**src/rtl/ks_tl_pkg.sv**
```systemverilog
// ks_tl_pkg: shared constants and types for the ks_tl traffic-light
// controller and its receiving-end safety monitor.
// Holds the six legal phase patterns, ALL_RED, the phase index type,
// the monitor fault codes and the monitor state enum.
package ks_tl_pkg;

  // Light bus layout: [9:7] M1 {R,Y,G}, [6:4] M2 {R,Y,G}, [3:1] S {R,Y,G}, [0] MT green
  localparam logic [9:0] P1_PAT     = 10'b001_001_100_1;
  localparam logic [9:0] P2_PAT     = 10'b001_010_100_1;
  localparam logic [9:0] P3_PAT     = 10'b001_100_100_0;
  localparam logic [9:0] P4_PAT     = 10'b010_100_100_0;
  localparam logic [9:0] P5_PAT     = 10'b100_100_001_0;
  localparam logic [9:0] P6_PAT     = 10'b100_100_010_0;
  localparam logic [9:0] ALL_RED    = 10'b100_100_100_0;
  localparam logic [9:0] LIGHTS_OFF = 10'b000_000_000_0;

  // Phase index: 0..5 for P1..P6
  typedef logic [2:0] phase_t;

  localparam phase_t PHASE_LAST = 3'd5;

  // Fault causes; 5..7 are reserved
  localparam logic [2:0] FC_NONE               = 3'd0;
  localparam logic [2:0] FC_ILLEGAL_PATTERN    = 3'd1;
  localparam logic [2:0] FC_ILLEGAL_TRANSITION = 3'd2;
  localparam logic [2:0] FC_DWELL_SHORT        = 3'd3;
  localparam logic [2:0] FC_DWELL_LONG         = 3'd4;

  typedef enum logic [1:0] {
    MON_ACQUIRE = 2'd0,
    MON_TRACK   = 2'd1,
    MON_FAULT   = 2'd2
  } mon_state_t;

  // Successor phase in the fixed P1 -> P6 -> P1 ring
  function automatic phase_t next_phase(input phase_t p);
    phase_t n;
    if (p >= PHASE_LAST) begin
      n = 3'd0;
    end else begin
      n = p + 3'd1;
    end
    return n;
  endfunction

endpackage

```
**src/rtl/ks_tl_phase_decode.sv**
```systemverilog
// ks_tl_phase_decode: combinational lookup for the monitor.
// Decodes a light sample into {legal, phase_idx} and maps the currently
// tracked phase index to its dwell parameter Dk (expected dwell is Dk+1).
module ks_tl_phase_decode
  import ks_tl_pkg::*;
#(
  parameter int unsigned D1 = 32'd700000000,
  parameter int unsigned D2 = 32'd200000000,
  parameter int unsigned D3 = 32'd500000000,
  parameter int unsigned D5 = 32'd300000000
) (
  input  logic [9:0]  lights,
  input  phase_t      cur_phase,
  output logic        legal,
  output phase_t      phase_idx,
  output logic [31:0] dk
);

  // Pattern to phase decode; anything outside the six patterns is illegal
  always_comb begin
    legal     = 1'b1;
    phase_idx = 3'd0;
    case (lights)
      P1_PAT:  phase_idx = 3'd0;
      P2_PAT:  phase_idx = 3'd1;
      P3_PAT:  phase_idx = 3'd2;
      P4_PAT:  phase_idx = 3'd3;
      P5_PAT:  phase_idx = 3'd4;
      P6_PAT:  phase_idx = 3'd5;
      default: begin
        legal     = 1'b0;
        phase_idx = 3'd0;
      end
    endcase
  end

  // Dwell parameter of the phase being tracked; P2/P4/P6 share D2
  always_comb begin
    dk = D2;
    case (cur_phase)
      3'd0:    dk = D1;
      3'd1:    dk = D2;
      3'd2:    dk = D3;
      3'd3:    dk = D2;
      3'd4:    dk = D5;
      3'd5:    dk = D2;
      default: dk = D2;
    endcase
  end

endmodule

```
**src/rtl/ks_tl_monitor.sv**
```systemverilog
// ks_tl_monitor: receiving-end safety monitor for the ks_tl lights bus.
// Tracks the P1..P6 phase ring, checks per-phase dwell windows and gates
// the lamp drive to ALL_RED on a sticky fault.
// Optional feature: define KS_TL_MON_BLINK_EN to blink ALL_RED / off in
// FAULT (BLINK_CYC cycles each); otherwise FAULT holds steady ALL_RED.
module ks_tl_monitor
  import ks_tl_pkg::*;
#(
  parameter int unsigned D1        = 32'd700000000,
  parameter int unsigned D2        = 32'd200000000,
  parameter int unsigned D3        = 32'd500000000,
  parameter int unsigned D5        = 32'd300000000,
  parameter int unsigned TOL       = 32'd0,
  parameter int unsigned BLINK_CYC = 32'd50000000
) (
  input  logic        clk,
  input  logic        rst,
  input  logic [9:0]  lights_in,
  input  logic        fault_clr,
  output logic [2:0]  phase,
  output logic        phase_valid,
  output logic [31:0] dwell,
  output logic        fault,
  output logic [2:0]  fault_code,
  output logic [9:0]  safe_lights
);

  localparam logic [31:0] DWELL_MAX = 32'hFFFF_FFFF;

  mon_state_t  state_r, state_s;
  phase_t      phase_r, phase_s;
  logic        phase_valid_r;
  logic [31:0] dwell_r, dwell_s;
  logic        fault_r, fault_s;
  logic [2:0]  code_r, code_s;
  logic [9:0]  safe_lights_r, safe_s;
  logic        first_r, first_s;

  logic        legal_s;
  phase_t      idx_s;
  logic [31:0] dk_s;
  logic        hit_s;
  logic [2:0]  hit_code_s;
  logic [33:0] dwell_x_s;
  logic [33:0] tol_x_s;
  logic [33:0] dk_x_s;
  logic        too_long_s;
  logic        too_short_s;

  ks_tl_phase_decode #(
    .D1 (D1),
    .D2 (D2),
    .D3 (D3),
    .D5 (D5)
  ) u_decode (
    .lights    (lights_in),
    .cur_phase (phase_r),
    .legal     (legal_s),
    .phase_idx (idx_s),
    .dk        (dk_s)
  );

  // Dwell window comparisons, widened so Dk+1+TOL and Dk+1-TOL cannot wrap
  always_comb begin
    dwell_x_s   = {2'b00, dwell_r};
    tol_x_s     = {2'b00, TOL};
    dk_x_s      = {2'b00, dk_s};
    // dwell+1 > Dk+1+TOL  <=>  dwell > Dk+TOL
    too_long_s  = (dwell_x_s > (dk_x_s + tol_x_s));
    // dwell < Dk+1-TOL  <=>  dwell+TOL < Dk+1
    too_short_s = ((dwell_x_s + tol_x_s) < (dk_x_s + 34'd1));
  end

`ifdef KS_TL_MON_BLINK_EN
  logic [31:0] blink_cnt_r, blink_cnt_s;
  logic        blink_on_r, blink_on_s;

  // Blink timebase: free-runs while staying in FAULT, parked at 0/on otherwise
  always_comb begin
    blink_cnt_s = 32'd0;
    blink_on_s  = 1'b1;
    if ((state_r == MON_FAULT) && !fault_clr) begin
      if (blink_cnt_r >= (BLINK_CYC - 32'd1)) begin
        blink_cnt_s = 32'd0;
        blink_on_s  = ~blink_on_r;
      end else begin
        blink_cnt_s = blink_cnt_r + 32'd1;
        blink_on_s  = blink_on_r;
      end
    end else begin
      blink_cnt_s = 32'd0;
      blink_on_s  = 1'b1;
    end
  end

  // Blink timebase registers
  always_ff @(posedge clk) begin
    if (rst) begin
      blink_cnt_r <= 32'd0;
      blink_on_r  <= 1'b1;
    end else begin
      blink_cnt_r <= blink_cnt_s;
      blink_on_r  <= blink_on_s;
    end
  end
`endif

  // Monitor next-state: clear beats detection; faults force ALL_RED at once
  always_comb begin
    state_s    = state_r;
    phase_s    = phase_r;
    dwell_s    = dwell_r;
    fault_s    = fault_r;
    code_s     = code_r;
    first_s    = first_r;
    safe_s     = safe_lights_r;
    hit_s      = 1'b0;
    hit_code_s = FC_NONE;
    if (fault_clr) begin
      state_s = MON_ACQUIRE;
      dwell_s = 32'd0;
      fault_s = 1'b0;
      code_s  = FC_NONE;
      first_s = 1'b0;
      safe_s  = ALL_RED;
    end else begin
      case (state_r)
        MON_ACQUIRE: begin
          if (legal_s) begin
            state_s = MON_TRACK;
            phase_s = idx_s;
            dwell_s = 32'd1;
            first_s = 1'b1;
            safe_s  = lights_in;
          end else begin
            hit_s      = 1'b1;
            hit_code_s = FC_ILLEGAL_PATTERN;
          end
        end
        MON_TRACK: begin
          if (legal_s && (idx_s == phase_r)) begin
            if (too_long_s) begin
              hit_s      = 1'b1;
              hit_code_s = FC_DWELL_LONG;
            end else begin
              dwell_s = (dwell_r == DWELL_MAX) ? dwell_r : (dwell_r + 32'd1);
              safe_s  = lights_in;
            end
          end else if (!legal_s) begin
            hit_s      = 1'b1;
            hit_code_s = FC_ILLEGAL_PATTERN;
          end else if (idx_s != next_phase(phase_r)) begin
            hit_s      = 1'b1;
            hit_code_s = FC_ILLEGAL_TRANSITION;
          end else if (!first_r && too_short_s) begin
            hit_s      = 1'b1;
            hit_code_s = FC_DWELL_SHORT;
          end else begin
            phase_s = idx_s;
            dwell_s = 32'd1;
            first_s = 1'b0;
            safe_s  = lights_in;
          end
        end
        MON_FAULT: begin
`ifdef KS_TL_MON_BLINK_EN
          safe_s = blink_on_s ? ALL_RED : LIGHTS_OFF;
`else
          safe_s = ALL_RED;
`endif
        end
        default: begin
          // Unreachable encoding: fail safe without inventing a cause
          state_s = MON_FAULT;
          fault_s = 1'b1;
          safe_s  = ALL_RED;
        end
      endcase
      if (hit_s) begin
        state_s = MON_FAULT;
        fault_s = 1'b1;
        code_s  = hit_code_s;
        safe_s  = ALL_RED;
      end else begin
        state_s = state_s;
      end
    end
  end

  // Monitor state and registered outputs
  always_ff @(posedge clk) begin
    if (rst) begin
      state_r       <= MON_ACQUIRE;
      phase_r       <= 3'd0;
      phase_valid_r <= 1'b0;
      dwell_r       <= 32'd0;
      fault_r       <= 1'b0;
      code_r        <= FC_NONE;
      first_r       <= 1'b0;
      safe_lights_r <= ALL_RED;
    end else begin
      state_r       <= state_s;
      phase_r       <= phase_s;
      phase_valid_r <= (state_s == MON_TRACK);
      dwell_r       <= dwell_s;
      fault_r       <= fault_s;
      code_r        <= code_s;
      first_r       <= first_s;
      safe_lights_r <= safe_s;
    end
  end

  assign phase       = phase_r;
  assign phase_valid = phase_valid_r;
  assign dwell       = dwell_r;
  assign fault       = fault_r;
  assign fault_code  = code_r;
  assign safe_lights = safe_lights_r;

endmodule
```
**config.mk**
```make
export PLATFORM = sky130hd
export DESIGN_NAME = ks_tl_monitor
export DESIGN_NICKNAME = d
export VERILOG_FILES = /design/src/rtl/ks_tl_pkg.sv /design/src/rtl/ks_tl_phase_decode.sv /design/src/rtl/ks_tl_monitor.sv
export SDC_FILE = /design/constraint.sdc
export NUM_CORES = 1
export LEC_CHECK = 0
export CAP_MARGIN = 15
export CORE_ASPECT_RATIO = 0.9
export CORE_MARGIN = 2
export CORE_UTILIZATION = 55
export CTS_BUF_LIST = sky130_fd_sc_hd__clkbuf_2 sky130_fd_sc_hd__clkbuf_4 sky130_fd_sc_hd__clkbuf_8
export DETAILED_ROUTE_END_ITERATION = 10
export PLACE_DENSITY = 0.78
export SYNTH_ARGS = -nofsm -noshare
export SYNTH_HDL_FRONTEND = slang
export SYNTH_HIERARCHICAL = 1
export SYNTH_SLANG_ARGS = --single-unit
```
**constraint.sdc**
```tcl
create_clock -name clk -period 13.3 [get_ports clk]
set_input_delay 3.99 -clock clk [delete_from_list [all_inputs] [get_ports clk]]
set_output_delay 3.99 -clock clk [all_outputs]
set_load 0.005 [all_outputs]
```
==> flow_summary.toml, run 1 <==
[outcome]
status = "finished clean"

[clocking]
clock_path_buffers = 2
post-cts-setup-buffer-count = 0
root_buffer = "clkbuf_8"
h-tree-depth = 2
clk_pin_slew_ns = 0.10
cts_tree = "yes"
cts-hold-fix-buffers = 0
clkSinkCount = 53
clock_latency_ns = 0.31
cts_buffers = 5
cts_resized = 0

[critical_path]
cp-start-kind = "input port"
cp.required_ns = 13.44
rr_startpoint = "phase[0]"
path_cells = "clkdlybuf4s50_1 -> nand2b_1 -> or4_1 -> nor3_1 -> xor2_1 -> nor4_1 -> o21ai_0 -> a21oi_1 -> nor3_4 -> o2111ai_1 -> or4_1 -> a21oi_1"
cpMaxStageDelayCell = "nor4_1"
endpoint_kind = "flip-flop"
setup.worst_path.start = "lights_in[2]"
crit_buf_inv = 1
cpLargestDelayFamily = "simple AND/OR/NAND/NOR gates"
max_stage_delay_ns = 0.80
reg2reg_depth = 14
crit_fanout = 11
reg2reg_slack_ns = 8.31
worstSetupPathType = "input port to flip-flop"
reg2reg_to = "dwell[7]"
crit_arrival_ns = 8.06

[global_route]
grt.total_usage = 0.266
grt_pass1_wl_um = 20900
grt.overflow.total = 0
grt_max_degree = 37
grt_pass1_vias = 4307
antenna_found_initial = 0

[worst_hold_path]
min_to = "fault_code[1]"
min_path_cells = 2
hold_class = "flip-flop to flip-flop"
min_from = "fault_code[1]"

[power]
p_clk_frac = 0.378
ir_drop_uv = 67.6
leakagePower_nw = 2.09
p_sw_mw = 0.0724
p_per_area_nw_per_um2 = 53.4
p_sw_frac = 0.242
seqPwrFrac = 0.533
total_power_mw = 0.300
power_frac_comb = 0.089
p_int_mw = 0.227

[sta]
fin_crit_ns = 7.92
rsz0062_at_grt = "no"
finalHoldViolations = 0
slew_violations = 0
setup_viol = 0
finalSetupTns_ns = 0
relSlewSlack = 0.0427
worstMarginPinSlew_ns = 1.42
fmax_mhz = 126
fin_crit_sh = 0.595
finalClockSkew_ns = 0.0153

[synthesis]
synth_seq_cells = 53
yosys-top-cells-area = "dfxtp_1 22%, ha_1 17%, xnor2_1 5.7%"
synth.distinct_cells = 65
yosysTopAreaCell = "dfxtp_1"
synthFlopType = "dfxtp_1"
synth-edff-count = 0
synthArstFlopShare = 0
yosysTopAreaCellShare = 0.218
ys_warn_count = 6
yosysMostFrequentCell = "ha_1"
ys_seq_area_frac = 0.218
netlist_top_cells_count = "68 x ha_1, 54 x a21oi_1, 53 x dfxtp_1"
postSynthCellCount = 613
avgSynthCellArea_um2 = 7.95
syn-cell-area_um2 = 4870

[floorplanning]
die-area_um2 = 9630
num_rows = 32
die_h_um = 93.3
start_util = 0.566
io-pin-count = 63
die_w_um = 103
design.core.area_um2 = 8610

[detailed_routing]
ant_nets = 0
post_drt_wl_per_cell_um = 16.0
routed_wl_um = 12500
first_pass_iters = 7
routed_via_density = 6.12
vias = 4788
drc = 0
dr.first_iter.drc_count = 335

[placement]
port_buffers = 62
place_congestion = 0.886
post-place-cells = 773
hpwlAfterDp_um = 9900

[final_layout]
antennaDiodeCount = 0
area_growth_pct = 15.1
final_cells = 782
layout-drive-gt1-share = 0.0317
fin_nets = 743

[run]
drv_cap = 0
==> kinds of logic (layout without fill, tap and decap cells) <==
logic type,after synthesis,in the layout,share of synthesized area
AND/OR/NAND/NOR,224,224,0.260
AO/OA/AOI/OAI,142,142,0.190
buffers and inverters,82,119,0.0803
adder cells (fa/ha/maj),68,68,0.175
flip-flops,53,53,0.218
XOR/XNOR,41,41,0.0737
other,2,15,0.00154
multiplexers,1,1,0.00205
==> how the worst max path moves through the flow <==
stage	slack, ns	to	cells after the start
finish	5.38	dwell[21]	12
CTS	5.42	dwell[10]	12
detailed placement	5.12	dwell[10]	12
global route	5.07	dwell[7]	12
floorplan	6.37	dwell[1]	14
global placement	5.22	dwell[1]	13
==> worst min-delay path, stage by stage, from the launching register on <==
cell	delay, ns
dfxtp_1	0.33
nand2_1	0.05
a211oi_1	0.06
==> per-stage QoR <==
step	setup WS (ns)	util	area [µm²]	hold slack, ns
6_report	5.38	0.652	5610	0.482
5_1_grt	5.07	0.652	5610	0.495
4_1_cts	5.42	0.650	5590	0.482
3_5_place_dp	5.12	0.637	5480	0.462
3_3_place_gp	5.22	0.637	5480	0.462
2_1_floorplan	6.37	-	4920	0.461
==> sequential cells by signal, summed over array words and instances, names as in the netlist <==
signal and count:
fault_code 3, phase_valid 1, state_r 2, phase 3
first_r 1, dwell 32, fault 1, safe_lights 10
==> placed cells by master, fill, tap and decap left out, types with 5 or more instances in the layout <==
master,synthesis,final
or4_1,19,19
and2_1,11,11
o31ai_1,15,15
nand2b_1,5,5
nand4_1,24,24
a21oi_1,54,54
or3_1,14,14
clkbuf_8,0,5
o21ai_0,24,24
ha_1,68,68
dfxtp_1,53,53
nor4_1,8,8
clkdlybuf4s50_1,0,62
nand2_1,45,45
inv_1,48,48
conb_1,2,15
nor3_1,14,14
xor2_1,9,9
nand3_1,28,28
xnor2_1,32,32
a31oi_1,5,5
a211oi_1,7,7
nor2_1,27,27
==> power by group through the flow <==
stage                     Combinational (mW)  Clock (mW)  Sequential (mW)
after floorplan                       0.0197           0            0.163
after global placement                0.0244           0            0.163
after detailed placement              0.0251           0            0.163
after CTS                             0.0252       0.114            0.160
after global routing                  0.0298       0.121            0.160
final                                 0.0266       0.113            0.160
==> cell type report <==
class	count	area [µm²]
tap	119	149
inverter	48	180
clock buffer	5	68.8
sequential	53	1060
timing repair buffer	63	636
multi-input combinational	491	3470
fill	750	3000
clock inverter	3	43.8
==> routing by layer <==
layer,part of all wire,GRT usage
met3,0.067,0.0344
met5,0,0
met2,0.46,0.437
met4,0.028,0.0504
met1,0.45,0.374
Note: power is estimated with default switching activity, not from simulation.
==> inputs of run 2 (changes only) <==
- clock period: 13.3 -> 7.8 ns (I/O delays scaled with it)
==> run 2 against run 1 <==
  * Register-to-register slack got worse by 5.6 ns
  * Critical endpoint unchanged
  * Critical path type unchanged
  * Final cell count unchanged
  * Total power rose by 62%
==> flow_summary.toml, run 2 (synthesized netlist as in run 1, its figures left out) <==
[outcome]
status = "finished clean"

[power]
p_clk_frac = 0.345
ir_drop_uv = 102
p_sw_frac = 0.266
leakagePower_nw = 2.08
seqPwrFrac = 0.561
p_int_mw = 0.357
p_per_area_nw_per_um2 = 86.6
p_sw_mw = 0.129
power_frac_comb = 0.094

[sta]
hold_slack_ns = 0.480
setup_viol = 0
fin_crit_ns = 6.17
finalClockSkew_ns = 0.00992
finalSetupTns_ns = 0
worstMarginPinSlew_ns = 1.42
finalHoldViolations = 0
rsz0062_at_grt = "no"
fmax_mhz = 162
fin_crit_sh = 0.791
slew_violations = 0
relSlewSlack = 0.0472

[critical_path]
worstSetupPathType = "input port to flip-flop"
endpoint_kind = "flip-flop"
path_cells = "clkdlybuf4s50_1 -> nand2b_1 -> or4_1 -> nor3_1 -> xor2_1 -> nor4_1 -> o21ai_0 -> a21oi_1 -> nor3_4 -> o2111ai_1 -> or4_1 -> a21oi_1"
cp.required_ns = 7.95
crit_fanout = 11
crit_arrival_ns = 6.32
max_stage_delay_ns = 0.75
cp-start-kind = "input port"
cpMaxStageDelayCell = "nor4_1"

[detailed_routing]
drc = 0
vias = 4758
routed_via_density = 6.08
routed_wl_um = 12600
post_drt_wl_per_cell_um = 16.1
dr.first_iter.drc_count = 241
first_pass_iters = 5
ant_nets = 0

[floorplanning]
die-area_um2 = 9630
die_w_um = 103
io-pin-count = 63
start_util = 0.566
num_rows = 32
design.core.area_um2 = 8610
die_h_um = 93.3

[run]
drv_cap = 0

[clocking]
post-cts-setup-buffer-count = 0
root_buffer = "clkbuf_8"
cts_resized = 0
clock_latency_ns = 0.31
clk_pin_slew_ns = 0.11
cts-hold-fix-buffers = 0
cts_buffers = 5
h-tree-depth = 2
cts_tree = "yes"
clock_path_buffers = 2
clkSinkCount = 53

[global_route]
grt.overflow.total = 0
grt_max_degree = 37
grt_pass1_vias = 4287
antenna_found_initial = 0
met3_usage = 0.0411
met1_usage = 0.366
grt_busiest_layer = "met2"
gr-usage-met2 = 0.436
grt.total_usage = 0.264
grt_pass1_wl_um = 20700

[final_layout]
area_growth_pct = 15.0
mostFrequentLayoutCell = "ha_1"
final_cell_mix = "68 x ha_1, 62 x clkdlybuf4s50_1, 54 x a21oi_1, 53 x dfxtp_1, 48 x inv_1"
fin_nets = 743
fillerInstances = 762
layout-drive-gt1-share = 0.0317
largest_reg_flops = 32
antennaDiodeCount = 0

[placement]
hpwlAfterDp_um = 9980
port_buffers = 62
place_congestion = 0.886

[worst_hold_path]
hold_class = "flip-flop to flip-flop"
-- run 2: power by group through the flow --
stage | combinational (mW) | clock, mW | sequential (mW)
after floorplan | 0.0336 | 0 | 0.278
after global placement | 0.0416 | 0 | 0.278
after detailed placement | 0.0429 | 0 | 0.278
after CTS | 0.0431 | 0.171 | 0.272
after global routing | 0.0508 | 0.181 | 0.272
final | 0.0457 | 0.168 | 0.272
-- run 2: area by class of cell --
type	instances	area, µm²	area share
flip-flops and latches	53	1060	0.189
clock inverters	3	26.3	0.00469
inverters	48	180	0.0322
multi-input cells	491	3470	0.619
well taps	119	149	0.0266
clock buffers	5	68.8	0.0123
repair buffers	63	648	0.116
-- run 2: metrics by stage --
step                      cells  power (mW)   util  instance area, µm²  setup slack, ns
after CTS                   781       0.486  0.648                5580             1.55
after floorplan             626       0.312      -                4920             2.52
final                       782       0.485  0.651                5600             1.63
after global routing        782       0.504  0.651                5600             1.34
after global placement      773       0.320  0.637                5480             1.37
after detailed placement    773       0.321  0.637                5480             1.24
-- run 2: final timing paths --
kind	startpoint	to	slack (ns)	depth (start not counted)
worst min register to register	fault_code[1]	fault_code[1]	0.48	2
worst min-delay path	fault_code[1]	fault_code[1]	0.48	2
worst max-delay path	lights_in[2]	dwell[21]	1.63	12
worst max register to register	phase[0]	dwell[7]	2.76	14
-- run 2: layer usage --
layer / up-vias / share of wire
met3: 22 / 0.054
met4: 0 / 0.015
met5: - / 0
met1: 2238 / 0.46
li1: 2339 / -
met2: 159 / 0.47
-- run 2: critical path, delay by kind of cell --
family                    cells  cell delay (ns)
and+or+nand+nor               6             2.24
AOI/OAI and AO/OA             4             1.05
buffers and inverters         1             0.50
xor gates and xnor gates      1             0.16
==> patch 1, RTL diff (settings of run 2) <==
The output `phase_valid` loses its register stage (`phase_valid_r` becomes a continuous assignment).
--- a/src/rtl/ks_tl_monitor.sv
+++ b/src/rtl/ks_tl_monitor.sv
@@ -192,7 +192,6 @@
     if (rst) begin
       state_r       <= MON_ACQUIRE;
       phase_r       <= 3'd0;
-      phase_valid_r <= 1'b0;
       dwell_r       <= 32'd0;
       fault_r       <= 1'b0;
       code_r        <= FC_NONE;
@@ -201,7 +200,6 @@
     end else begin
       state_r       <= state_s;
       phase_r       <= phase_s;
-      phase_valid_r <= (state_s == MON_TRACK);
       dwell_r       <= dwell_s;
       fault_r       <= fault_s;
       code_r        <= code_s;
@@ -209,6 +207,8 @@
       safe_lights_r <= safe_s;
     end
   end
+
+  assign phase_valid_r = (state_s == MON_TRACK);
 
   assign phase       = phase_r;
   assign phase_valid = phase_valid_r;
Behaviour: not the same (a bounded check fails within 4 cycles, from zero or initial values and one cycle with rst high).
==> patch 1 against run 2 <==
- sequential cell count decreased by 1
- worst hold slack improved by 55 ps
- sequential power decreased by 2%
- routed wire length increased by 13%
- largest cell class unchanged
- utilization increased by 1.0 points
- power increased by 1.4%
- area after synthesis increased by 5.8%
- largest power group unchanged
- final area increased by 7.7%
- worst setup slack got worse by 1500 ps
==> patch 1: results (changes against run 2) <==
route:
  antenna_left: 0  # unchanged
  dr.pass1.iters: 5  # unchanged
  post_drt_wl_per_cell_um: 16.84  # +4.5%
  drtIter0Drc: 267  # +11%
  num_vias: 5170  # +8.7%
hold_path:
  holdPathStages: 2  # unchanged
  hp-class: "reg2reg"
  min_from: "first_r"
  holdPathEnd: "first_r"
clock_tree:
  post-cts-setup-buffers: 0  # unchanged
  clk_latency_ps: 320
  clockBufferDepth: 2  # unchanged
  clockRootBuffer: "clkbuf_8"
  cts_buffers: 5  # unchanged
  cts-htree-levels: 2  # unchanged
worst_setup_path:
  r2r_slack_ps: 3080  # +320 ps
  r2r-end: "dwell[8]"
  critical-path-max-stage-delay_ps: 600  # -150 ps
  cp_slowest_cell: "or4_1"
  ff2ff_path_depth: 15  # +1
  cp_max_fo: 5  # -6
  worstReg2RegStart: "phase[0]"
  arrival_ps: 5290  # -1030 ps
global_routing:
  grt_pass1_vias: 4825  # +13%
  antenna_found_initial: 0  # unchanged
  track_usage: 0.2833  # +0.01916
  grt_max_degree: 35  # -5.4%
  grt_pass1_wl_mm: 23.30  # +13%
power_and_ir_drop:
  irDropWorstVdd_uv: 69.01  # -32%
  p_leak_nw: 2.517  # +21%
synthesis:
  ys_types: 67  # +3.1%
  synth_commonest_cells: "ha_1 (68), dfxtp_1 (52), nand2_1 (51)"
  synthTopCellsByArea: "dfxtp_1 (20%), ha_1 (16%), xnor2_1 (5.9%)"
  synthArstFlopShare: 0  # unchanged
  synth_edf_count: 0  # unchanged
  seq_area_frac_synth: 0.2018  # -0.01582
placement:
  dp_hpwl_mm: 10.78  # +8.0%
  io_buffers: 62  # unchanged
  pre_cts_ws_ps: -319.3  # -1562 ps
  dpl-instance-area_um2: 5899  # +7.6%
  gp_congestion: 0.9271  # +4.7%
timing:
  max_slew_margin: 0.3231  # +0.2759
  clock_skew_ps: 10.95  # +1.032 ps
run_status:
  run_status: "finished clean"
cells_and_area:
  drive_gt1_frac: 0.06906  # +0.03739
  antenna_cells: 0  # unchanged
  num-nets-final: 804  # +8.2%
patch 1: cell count changes after synthesis, moves of 9 or more:
cell / before / now
a21oi_1: 54 / 44
and3_1: 4 / 17
o31ai_1: 15 / 6
mux2i_1: 1 / 10
nor2_1: 27 / 39
patch 1: logic make-up after synthesis:
group,Yosys count,synth area share
AO/OA/AOI/OAI,124,0.1623
XOR/XNOR,37,0.06283
adder cells (fa/ha/maj),68,0.1650
buffers and inverters,89,0.08685
flip-flops,52,0.2018
multiplexers,10,0.01941
other,2,0.001456
AND/OR/NAND/NOR,278,0.3003
patch 1: metal layers:
| metal | part of all wire | vias to the layer above | global-route usage | wire [um] |
|---|---|---|---|---|
| li1 | - | 2530 | - | - |
| met1 | 0.44 | 2461 | 0.3615 | 6321 |
| met2 | 0.48 | 155 | 0.5011 | 6853 |
| met3 | 0.057 | 24 | 0.04469 | 817 |
| met4 | 0.018 | 0 | 0.07785 | 254 |
| met5 | 0 | - | 0 | 0 |
patch 1: area by class of cell:
class | count | area, um2
multi-input combinational | 532 | 3762
tap | 122 | 152.6
timing repair buffer | 85 | 805.8
fill | 788 | 3090
inverter | 47 | 176.4
sequential | 52 | 1041
clock inverter | 3 | 27.53
clock buffer | 5 | 68.82
patch 1: timing repair:
action	CTS	global route
pin swaps	3	4
endpoints found under the setup margin	1	1
gates cloned	0	0
resized for setup	6	7
hold buffers	0	0
patch 1: through the flow:
step / hold WS (ps) / cells / setup TNS, ps / power, W
detailed placement: 503.7 / 838 / -319.3 / 0.0003226
CTS: 530.9 / 846 / 0 / 0.0004925
floorplan: 456.5 / 673 / 0 / 0.0003091
global placement: 495.4 / 838 / -230.0 / 0.0003211
finish: 534.9 / 846 / 0 / 0.0004924
global route: 563.6 / 846 / 0 / 0.0005123
patch 1: worst register-to-register path: stages, from the launching register on:
cell and delay (ps):
dfxtp_1 450, nor2_1 480, nand2_1 390, inv_1 280, inv_1 110, ha_1 300, nand4_1 170, or4_4 590
o211ai_2 180, a31oi_1 90, a221oi_2 220, buf_4 160, o31ai_4 170, buf_4 300, or4_1 590, mux2i_1 140
patch 1: worst max path at each step:
stage / from / to / slack [ps] / depth (start not counted)
2_1_floorplan: lights_in[2] / phase_valid / 600 / 11
3_3_place_gp: lights_in[6] / phase_valid / -230 / 13
3_5_place_dp: lights_in[6] / phase_valid / -320 / 13
4_1_cts: lights_in[4] / phase_valid / 10 / 13
5_1_grt: lights_in[5] / phase_valid / 1 / 13
6_report: lights_in[5] / phase_valid / 170 / 13
patch 1: report_power, final:
part           internal, W  switching [W]
registers         0.000266    0.000000894
clock network    0.0000663       0.000107
logic            0.0000224      0.0000296
==> patch 2, RTL diff (flow settings as in run 2) <==
Made on the original files. `D5` is set to 32'd300000000 in 2 places; all go to 32'd150000000.
--- a/src/rtl/ks_tl_phase_decode.sv
+++ b/src/rtl/ks_tl_phase_decode.sv
@@ -7,7 +7,7 @@
   parameter int unsigned D1 = 32'd700000000,
   parameter int unsigned D2 = 32'd200000000,
   parameter int unsigned D3 = 32'd500000000,
-  parameter int unsigned D5 = 32'd300000000
+  parameter int unsigned D5 = 32'd150000000
 ) (
   input  logic [9:0]  lights,
   input  phase_t      cur_phase,
--- a/src/rtl/ks_tl_monitor.sv
+++ b/src/rtl/ks_tl_monitor.sv
@@ -9,7 +9,7 @@
   parameter int unsigned D1        = 32'd700000000,
   parameter int unsigned D2        = 32'd200000000,
   parameter int unsigned D3        = 32'd500000000,
-  parameter int unsigned D5        = 32'd300000000,
+  parameter int unsigned D5        = 32'd150000000,
   parameter int unsigned TOL       = 32'd0,
   parameter int unsigned BLINK_CYC = 32'd50000000
 ) (
Behaviour: same outputs for any inputs over 4 cycles, from zero or initial values and one cycle with rst high; that may be too few to reach the edited logic, so the function may still have changed.
==> patch 2 against run 2 <==
- global-route usage rose by 1.1 points
- largest power group unchanged
- die area fell by 0.19%
- final area down 0.29%
- power up 0.30%
- routed wire length increased by 2.0%
- sequential cell count did not move
- non-clock buffer count increased by 1
- worst setup slack improved by 280 ps
- area after synthesis down 0.21%
==> patch 2: results (changes against run 2) <==
run_status:
  run_status: "finished clean"
synthesis:
  synth_xor_area_frac: 0.07382  # +0.0001516
  synth_commonest_cells: "ha_1 (68), a21oi_1 (57), dfxtp_1 (53)"
  synthAdderAreaFrac: 0.1749  # +0.0003591
  seq_area_frac_synth: 0.2181  # +0.0004479
  ys_types: 66  # +1.5%
  synth_compound_area_frac: 0.1857  # -0.004239
  synth_cells: 612  # -0.16%
  synthMuxAreaShare: 0.002058  # +0.000004225
global_routing:
  track_usage: 0.2748  # +0.01062
  grt_pass1_wl_mm: 20.90  # +1.2%
  grt_pass1_vias: 4268  # -0.44%
placement:
  numPlacedInstances: 771  # -0.26%
  gp_congestion: 0.9420  # +6.4%
timing:
  worst_pin_slew_ps: 1242  # -173.8 ps
  clock_skew_ps: 11.62  # +1.707 ps
route:
  wl_mm: 12.86  # +2.0%
  drtIter0Drc: 281  # +17%
  vias_per_cell: 5.959  # -2.1%
power_and_ir_drop:
  p_leak_nw: 2.066  # -0.73%
  irDropWorstVdd_uv: 79.95  # -22%
worst_setup_path:
  arrival_ps: 6140  # -180 ps
  critical-path-max-stage-delay_ps: 540  # -210 ps
  cp_slowest_cell: "or4_1"
cells_and_area:
  drive_gt1_frac: 0.03480  # +0.003122
  num-nets-final: 741  # -0.27%
-- patch 2: cell types whose count changed after synthesis, moves of 2 or more --
cell	before	now
or4_1	19	17
inv_2	0	2
nand2b_1	5	3
nand4bb_1	3	1
nor3b_1	0	3
a21oi_1	54	57
nor2_1	27	30
nor4bb_1	0	2
nand2_1	45	42
inv_1	48	44
-- patch 2: kinds of logic after synthesis --
logic type | Yosys count
AO/OA/AOI/OAI | 142
XOR/XNOR | 41
adder cells (fa/ha/maj) | 68
buffers and inverters | 79
flip-flops | 53
multiplexers | 1
other | 2
AND/OR/NAND/NOR | 226
-- patch 2: area by class of cell --
class | count | area (um2)
sequential | 53 | 1061
clock buffer | 5 | 68.82
clock inverter | 3 | 28.78
timing repair buffer | 64 | 643.1
tap | 119 | 148.9
fill | 767 | 2980
inverter | 46 | 172.7
multi-input combinational | 490 | 3465
-- patch 2: worst paths after layout --
check,start,to,slack [ps],cells past startpoint
worst max-delay path,lights_in[6],dwell[21],1910,12
worst min-delay path,fault_code[1],fault_code[1],480,2
worst max register to register,phase[0],dwell[21],3170,14
worst min register to register,fault_code[1],fault_code[1],480,2
-- patch 2: report_power, final --
group	total [W]	internal, W	switching, W	leakage (nW)
logic	0.0000412	0.0000184	0.0000228	1.59
clock network	0.000173	0.0000675	0.000106	0.0506
registers	0.000272	0.000271	0.000000863	0.428
-- patch 2: critical path, delay by kind of cell --
family                    cells  cell delay, ps
buffers and inverters         1             510
and+or+nand+nor               3            1050
xor gates and xnor gates      1             290
AOI/OAI and AO/OA             7            1950
-- patch 2: routing by layer --
metal,GRT usage,wire length (um),vias to the layer above
met5,0,0,-
met4,0.05482,151,0
met3,0.03662,746,10
met2,0.4313,5790,141
met1,0.4027,6169,2164
li1,-,-,2333
-- patch 2: through the flow --
step | worst slack (ps) | area, um2
after floorplan | 2527 | 4902
after global placement | 1576 | 5475
after detailed placement | 1556 | 5475
after CTS | 1897 | 5573
after global routing | 1529 | 5588
final | 1913 | 5588
